$ cat src/rtl/chip8_keypad_scanner.sv
`default_nettype none
// ============================================================================
// Module   : chip8_keypad_scanner
// Purpose  : Scans a 4x4 hex keypad matrix one active-low column at a time.
//            The row inputs are synchronised and assembled into a 16-bit frame.
//            A frame is committed to keys_raw only after it has been seen
//            identically for DEBOUNCE_FRAMES consecutive frames.
// Ports    : clk          - system clock (single domain)
//            reset        - synchronous, active-high reset
//            row_n[3:0]   - matrix rows, active-low, asynchronous to clk
//            col_n[3:0]   - matrix column drive, active-low, one-hot low
//            keys_raw     - debounced key vector, bit n = hex key n held
//            keys_changed - one-cycle pulse in the cycle keys_raw changes
// Revision : 1.0 - initial release
// ============================================================================
module chip8_keypad_scanner #(
    parameter int SCAN_DIV        = 1000,
    parameter int DEBOUNCE_FRAMES = 4
) (
    input  logic        clk,
    input  logic        reset,
    input  logic [3:0]  row_n,
    output logic [3:0]  col_n,
    output logic [15:0] keys_raw,
    output logic        keys_changed
);

    // ------------------------------------------------------------------------
    // Constants
    // ------------------------------------------------------------------------
    localparam int               c_div_w    = (SCAN_DIV > 1) ? $clog2(SCAN_DIV) : 1;
    localparam logic [c_div_w-1:0] c_div_last = c_div_w'(SCAN_DIV - 1);
    localparam logic [3:0]       c_debounce = 4'(DEBOUNCE_FRAMES);

    // ------------------------------------------------------------------------
    // Elaboration-time parameter checks
    // ------------------------------------------------------------------------
    generate
        if (SCAN_DIV < 4) begin : g_bad_scan_div
            $error("chip8_keypad_scanner: SCAN_DIV must be >= 4");
        end
        if ((DEBOUNCE_FRAMES < 1) || (DEBOUNCE_FRAMES > 15)) begin : g_bad_debounce
            $error("chip8_keypad_scanner: DEBOUNCE_FRAMES must be in 1..15");
        end
    endgenerate

    // ------------------------------------------------------------------------
    // Key position lookup: hex key -> matrix row / column.
    // Layout (rows top to bottom, columns left to right):
    //   r0: 1 2 3 C
    //   r1: 4 5 6 D
    //   r2: 7 8 9 E
    //   r3: A 0 B F
    // ------------------------------------------------------------------------
    function automatic logic [1:0] key_row(input int k);
        case (k)
            1, 2, 3, 12:   key_row = 2'd0;
            4, 5, 6, 13:   key_row = 2'd1;
            7, 8, 9, 14:   key_row = 2'd2;
            default:       key_row = 2'd3;   // 10, 0, 11, 15
        endcase
    endfunction

    function automatic logic [1:0] key_col(input int k);
        case (k)
            1, 4, 7, 10:   key_col = 2'd0;
            2, 5, 8, 0:    key_col = 2'd1;
            3, 6, 9, 11:   key_col = 2'd2;
            default:       key_col = 2'd3;   // 12, 13, 14, 15
        endcase
    endfunction

    // ------------------------------------------------------------------------
    // State
    // ------------------------------------------------------------------------
    logic [3:0]         r_row_meta;
    logic [3:0]         r_row_s;
    logic [c_div_w-1:0] r_div_cnt;
    logic [1:0]         r_col;
    logic [15:0]        r_frame;
    logic [15:0]        r_candidate;
    logic [3:0]         r_stable_cnt;
    logic [15:0]        r_keys_raw;
    logic               r_keys_changed;

    logic               w_sample;
    logic               w_frame_end;
    logic [15:0]        w_frame_next;
    logic [3:0]         w_stable_next;
    logic               w_commit;

    // The last cycle of each column is the sample cycle; the sample cycle of
    // column 3 closes the frame.
    assign w_sample    = (r_div_cnt == c_div_last);
    assign w_frame_end = w_sample && (r_col == 2'd3);

    // ------------------------------------------------------------------------
    // Frame assembly: on the sample cycle, the four keys of the active column
    // take the inverted synchronised rows; all other bits hold. Every bit is
    // rewritten once per frame, so the frame never needs clearing.
    // ------------------------------------------------------------------------
    generate
        for (genvar k = 0; k < 16; k++) begin : g_key
            localparam logic [1:0] c_row = key_row(k);
            localparam logic [1:0] c_col = key_col(k);

            assign w_frame_next[k] = (w_sample && (r_col == c_col)) ?
                                     ~r_row_s[c_row] : r_frame[k];
        end
    endgenerate

    // ------------------------------------------------------------------------
    // Debounce evaluation, using the complete frame including the column-3
    // bits captured this cycle. After evaluation the candidate always equals
    // the new frame, so the commit compares the frame itself to keys_raw.
    // ------------------------------------------------------------------------
    always_comb begin
        w_stable_next = r_stable_cnt;
        w_commit      = 1'b0;

        if (w_frame_next != r_candidate) begin
            w_stable_next = 4'd1;
        end else if (r_stable_cnt >= c_debounce) begin
            w_stable_next = c_debounce;
        end else begin
            w_stable_next = r_stable_cnt + 4'd1;
        end

        // Comparing against keys_raw suppresses repeat pulses for a held vector
        // and ignores a bounce that settles back to the committed value.
        w_commit = w_frame_end && (w_stable_next == c_debounce) &&
                   (w_frame_next != r_keys_raw);
    end

    // ------------------------------------------------------------------------
    // Sequential state
    // ------------------------------------------------------------------------
    always_ff @(posedge clk) begin
        if (reset) begin
            r_row_meta     <= 4'hF;
            r_row_s        <= 4'hF;
            r_div_cnt      <= '0;
            r_col          <= 2'd0;
            r_frame        <= 16'h0000;
            r_candidate    <= 16'h0000;
            r_stable_cnt   <= 4'd0;
            r_keys_raw     <= 16'h0000;
            r_keys_changed <= 1'b0;
        end else begin
            // Two-stage synchroniser for the asynchronous row inputs.
            r_row_meta <= row_n;
            r_row_s    <= r_row_meta;

            // Column timing: the column advances on the same edge the divider
            // wraps, so col_n changes right after the sample cycle.
            if (w_sample) begin
                r_div_cnt <= '0;
                r_col     <= r_col + 2'd1;
            end else begin
                r_div_cnt <= r_div_cnt + 1'b1;
            end

            r_frame <= w_frame_next;

            if (w_frame_end) begin
                r_candidate  <= w_frame_next;
                r_stable_cnt <= w_stable_next;
            end

            r_keys_changed <= w_commit;
            if (w_commit) begin
                r_keys_raw <= w_frame_next;
            end
        end
    end

    // ------------------------------------------------------------------------
    // Outputs
    // ------------------------------------------------------------------------
    assign col_n        = ~(4'b0001 << r_col);
    assign keys_raw     = r_keys_raw;
    assign keys_changed = r_keys_changed;

endmodule
`default_nettype wire

$ cat config.mk
export PLATFORM = sky130hd
export DESIGN_NAME = chip8_keypad_scanner
export DESIGN_NICKNAME = d
export VERILOG_FILES = /design/src/rtl/chip8_keypad_scanner.sv
export SDC_FILE = /design/constraint.sdc
export NUM_CORES = 1
export LEC_CHECK = 0
export BUFFER_PORTS_ARGS = -buffer_cell sky130_fd_sc_hd__buf_2
export CAP_MARGIN = 10
export CORE_UTILIZATION = 35
export CTS_CLUSTER_DIAMETER = 80
export CTS_CLUSTER_SIZE = 25
export DETAILED_ROUTE_END_ITERATION = 8
export PLACE_DENSITY_LB_ADDON = 0.25
export SETUP_SLACK_MARGIN = 0.2
export SKIP_LAST_GASP = 1
export SLEW_MARGIN = 25
export SYNTH_ARGS = -nofsm -noshare
export SYNTH_HDL_FRONTEND = slang
export SYNTH_SLANG_ARGS = --single-unit
$ cat constraint.sdc
create_clock -name clk -period 5.5 [get_ports clk]
set_input_delay 0.275 -clock clk [delete_from_list [all_inputs] [get_ports clk]]
set_output_delay 0.275 -clock clk [all_outputs]
set_load 0.02 [all_outputs]
After elaboration in Yosys (flattened, before gate mapping)
Index checks and enable logic that the tools add are counted.

storage, ports and cells
  register bits = 73
  output and inout bits = 21
  logic and storage cells = 52
  input bits = 6

cells by class
  eq/ne operators = 7
  add/sub/neg operators = 3
  magnitude comparators = 1
  multiplexer cells = 18
  bitwise logic cells = 5
  reduce and logical (&&, ||, !) cells = 8
  shift operators = 1

operator list
  operator               count
  $ne 16x16->1           2
  $mux 1                 16
  $add 10x1->10 const B  1
  $eq 10x10->1 const B   1
  $mux 4                 2
  $logic_and 1x1->1      6
  $add 4x1->4 const B    1
  $eq 2x2->1 const B     2
  $eq 4x3->1 const B     1
  $ge 4x3->1 const B     1
  $not 1->1              4
  $not 4->4              1
  $shl 1x2->4 const A    1
  $add 2x1->2 const B    1
  $eq 2x1->1 const B     1
  $logic_not 2->1        1
  $reduce_or 2->1        1

Longest topological paths before layout
  word-level depth = 8
  mapped depth = 11
  depth with buffers taken out = 9

Worst setup path after synthesis
No wires, ideal clock.

  kind = register -> register
  start = reg r_col[0]
  end = reg r_keys_raw[10], in the netlist keys_raw[10]
  library setup time = 121 ps
  setup slack = 2,647 ps
  cell stages (with the launch flop) = 11
  clock period less this slack = 2,853 ps
  data arrival time = 2,732 ps
  buffers on the path = 1
  required time = 5,379 ps
  cell sequence = dfxtp_1 inv_1 ha_1 inv_1 o221ai_1 a2111oi_4 o2111ai_2 nor4_4 o311ai_4 buf_6 mux2_4

on the way
  cells in the longest elaborated chain, start to end = 8
  elaborated cells on any way between the ends = 30
  classes of those cells = eq/ne (6); mux (17); reduce/logical (7)

ends and longest elaborated chain
  item                                      RTL line  text
  start, declared                           79        logic [1:0] r_col;
  start signal, assigned                    158       r_col <= r_col + 2'd1;
  $eq 2x1->1, or another cell as far along  107       assign w_frame_next[k] = (w_sample && (r_col == c_col)) ?
  $logic_and 1x1->1 (on tied branches)      107, 95
  $mux 1                                    107
  $ne 16x16->1                              121       if (w_frame_next != r_candidate) begin
  $mux 4                                    121
  $eq 4x3->1                                131       w_commit = w_frame_end && (w_stable_next == c_debounce) &&
  $logic_and 1x1->1 (2 in series)           131
  end signal, assigned                      172       r_keys_raw <= w_frame_next;
  end, declared                             83        logic [15:0] r_keys_raw;

Parallel ways exist; a longest one is shown, timed or not.
A chain may end at the register's enable or synchronous reset.

Final worst setup path
  start = reg r_div_cnt[0]
  end = reg r_keys_raw[11], in the netlist keys_raw[11]

on the way
  cells in the longest elaborated chain, start to end = 8
  elaborated cells on any way between the ends = 27
  classes of those cells = eq/ne (4); mux (17); reduce/logical (6)

ends and longest elaborated chain
  item                                  RTL line  text
  start, declared                       78        logic [c_div_w-1:0] r_div_cnt;
  start signal, assigned                160       r_div_cnt <= r_div_cnt + 1'b1;
  $eq 10x10->1 *                        94        assign w_sample = (r_div_cnt == c_div_last);
  $logic_and 1x1->1 (on tied branches)  107, 95
  $mux 1                                107
  $ne 16x16->1                          121
  $mux 4                                121
  $eq 4x3->1                            131
  $logic_and 1x1->1 (2 in series)       131

Every way passes the cells marked *; elsewhere a longest branch is shown, timed or not.

==> reports/results.tsv <==
stage	metric	value	unit
power_and_ir_drop	ir_worst_vdd	0.000131	V
logic_synthesis	yosysWarnings	0	
final_layout	final_nets	445	
placed_design	port_buffers	26	
grt	antenna_found_initial	0	
power_and_ir_drop	swShare	0.238	
clock_network	post_cts_buffers	0	
drt	final_antenna_net_count	0	
worst_setup_path	start_kind	flip-flop	
drt	wl	9.41	mm
clock_network	htree_levels	3	
floorplan	coreArea	10500	um2
drt	wl_per_cell	16.4	um
drt	remaining_drc_errors	0	
clock_network	clk_pin_slew	0.08	ns
clock_network	cts_hold_buffers	0	
floorplan	die_x	107	um
worst_hold_path	hold_class	input pin to flip-flop	
drt	via_count	3014	
logic_synthesis	synth.area.top_cells	dfxtp_1 (38%), nor2_1 (5.6%), mux2i_1 (3.9%)	
drt	dr.first_iter.drc_count	143	
final_layout	nFillCells	1064	
drt	drt-pass1-iter-count	5	
worst_setup_path	critPathArrivalTime	3.81	ns
logic_synthesis	ys_ff_latch	73	
logic_synthesis	syn-num-nets	428	
placed_design	place_congestion	0.888	
logic_synthesis	synth.avg_cell_area	9.25	um2
floorplan	start_util	0.366	
final_layout	regArea	1460	um2
worst_setup_path	crit_type	flip-flop to flip-flop	
logic_synthesis	synth_edf_count	0	
sta	post-route-min-period	3.56	ns
final_layout	drive_gt1_frac	0.189	
sta	hold-worst-slack	0.0961	ns
grt	grt_pass1_wl	15.4	mm
logic_synthesis	synth_top_area_cell	dfxtp_1	
logic_synthesis	synth_async_sr_flop_share	0	
sta	clock.fmax	281	MHz
clock_network	post_cts_resized	0	
floorplan	ios	27	
sta	setup_violations	0	
power_and_ir_drop	clockPowerShare	0.427	
logic_synthesis	yosysUniqueCellTypes	60	
floorplan	rows	37	
clock_network	numCtsBuffers	9	
worst_setup_path	crit_fanout	11	
placed_design	dpl.hpwl	6.84	mm
clock_network	cts_sinks	73	
power_and_ir_drop	leakage	1.82	nW
worst_setup_path	end_kind	flip-flop	
clock_network	cts-root-buf	clkbuf_8	
status	run_status	finished, final reports clean	
clock_network	clkLatencyLatePin	0.36	ns
logic_synthesis	netlist_area	3850	um2
grt	grt_pass1_vias	2911	
sta	post-route-period-util	0.647	
final_layout	area_growth	9.91	%
logic_synthesis	synth_top_area_frac	0.380	
sta	tightestPinTransition	0.681	ns
job	max-cap-violations	0	
grt	grt_remaining_overflow	0	
power_and_ir_drop	p_int	0.753	mW
power_and_ir_drop	p_switching	0.235	mW
final_layout	final_common_cell	dfxtp_1	
final_layout	final_cell_mix	dfxtp_1 (73), nor2_1 (57), buf_2 (26), inv_1 (24), nor2b_1 (18)	
sta	clock_skew	0.0112	ns
grt	grt_max_degree	74	
power_and_ir_drop	pwr-share-seq	0.546	
final_layout	multi_input_area	2150	um2
drt	avgViaCountPerCell	5.25	
clock_network	cts_tree	done	
sta	rsz0062_at_grt	no	
logic_synthesis	synth-main-ff-cell	dfxtp_1	
floorplan	fp.dieH	107	um
sta	hold_viol_final	0	
final_layout	n_antenna_cell	0	
power_and_ir_drop	comb_power_share	0.026	
logic_synthesis	syn_inst	416	
sta	setup_tns	0	ns
sta	slew-limit-headroom	0.546	
floorplan	dieArea	11400	um2
logic_synthesis	yosysSeqAreaShare	0.380	
clock_network	clk_path_buf_depth	2	
worst_setup_path	cp.required	5.75	ns
power_and_ir_drop	pwr_density_cell	234	nW/um2
sta	slew_viol_final	0	
grt	grtUsageTotal	0.177	
critical path, cell delays in order, from the launching register on:
cell	delay (ns)
dfxtp_1	0.37
ha_1	0.26
and4b_1	0.49
nand4_2	0.35
mux2i_1	0.38
o221ai_1	0.24
nor4_4	0.47
o311ai_4	0.33
buf_6	0.25
mux2_4	0.30
per-stage QoR:
stage | std cells | util | area (um2) | power, mW | setup WS, ns
after global placement | 557 | 0.383 | 4030 | 0.578 | 1.88
after CTS | 574 | 0.403 | 4230 | 0.995 | 1.91
after floorplan | 416 | - | 3850 | 0.573 | 2.65
after detailed placement | 558 | 0.384 | 4040 | 0.578 | 1.92
after global routing | 574 | 0.403 | 4230 | 1.02 | 1.58
final | 574 | 0.403 | 4230 | 0.988 | 1.94
cells in the mapped netlist (2+ instances only):
master,instances
o21ai_0,5
and2b_1,8
a22o_1,2
nand2_1,13
a221o_1,2
ha_1,6
a21oi_1,14
buf_2,3
o221ai_1,7
nand2b_1,2
nor2b_1,18
nand3_1,14
clkbuf_1,13
mux2i_1,15
nand4_4,2
dfxtp_1,73
xor2_1,15
a221oi_1,2
o31ai_1,2
mux2_4,9
nand4_2,2
mux2_2,7
or2_2,9
nand4_1,7
a211oi_1,16
xnor2_1,11
nor4_1,3
nor4_4,2
nor3b_1,3
nor3_1,10
nor2_1,57
a22oi_1,4
o2111ai_1,3
buf_6,6
and3_1,3
inv_1,24
logic make-up after synthesis:
kind of cell,after synthesis,share of synthesized area
AOI/OAI and AO/OA,73,0.152
xor gates and xnor gates,26,0.0591
adders and majority gates,6,0.0195
buffers and inverters,48,0.0617
DFF,73,0.380
muxes,32,0.0981
and+or+nand+nor,158,0.230
power groups by stage:
stage               Clock, mW  Sequential (mW)  Combinational [mW]
floorplan                   0            0.547              0.0255
global placement            0            0.552              0.0258
detailed placement          0            0.553              0.0259
CTS                     0.429            0.540              0.0259
global route            0.455            0.541              0.0289
finish                  0.422            0.540              0.0258
registers in the layout, indices dropped and copies added, names as in the netlist:
| register | flops |
|---|---|
| r_candidate | 16 |
| r_row_s | 4 |
| keys_raw | 16 |
| r_frame | 16 |
| r_col | 2 |
| keys_changed | 1 |
| r_stable_cnt | 4 |
| r_row_meta | 4 |
| r_div_cnt | 10 |
layer usage:
layer	routed length [um]	global-route usage
met1	4570	0.234
met2	4450	0.282
met3	314	0.0456
met4	74	0.0519
met5	0	0
cell type report:
type | instances | area share
flip-flops and latches | 73 | 0.345
clock inverters | 6 | 0.0160
inverters | 24 | 0.0213
clock buffers | 10 | 0.0302
well taps | 136 | 0.0402
multi-input cells | 295 | 0.508
repair buffers | 30 | 0.0387
worst paths after layout:
path / from / endpoint / slack, ns / depth (start not counted)
hold reg to reg: r_row_meta[1]$_SDFF_PP1_ / r_row_s[1]$_SDFF_PP1_ / 0.41 / 1
setup reg to reg: r_div_cnt[0]$_SDFF_PP0_ / keys_raw[11]$_SDFFE_PP0P_ / 1.94 / 9
hold / removal: row_n[2] / r_row_meta[2]$_SDFF_PP1_ / 0.1 / 2
setup / recovery: r_div_cnt[0]$_SDFF_PP0_ / keys_raw[11]$_SDFFE_PP0P_ / 1.94 / 9
Power figures use the tool's default switching activity.
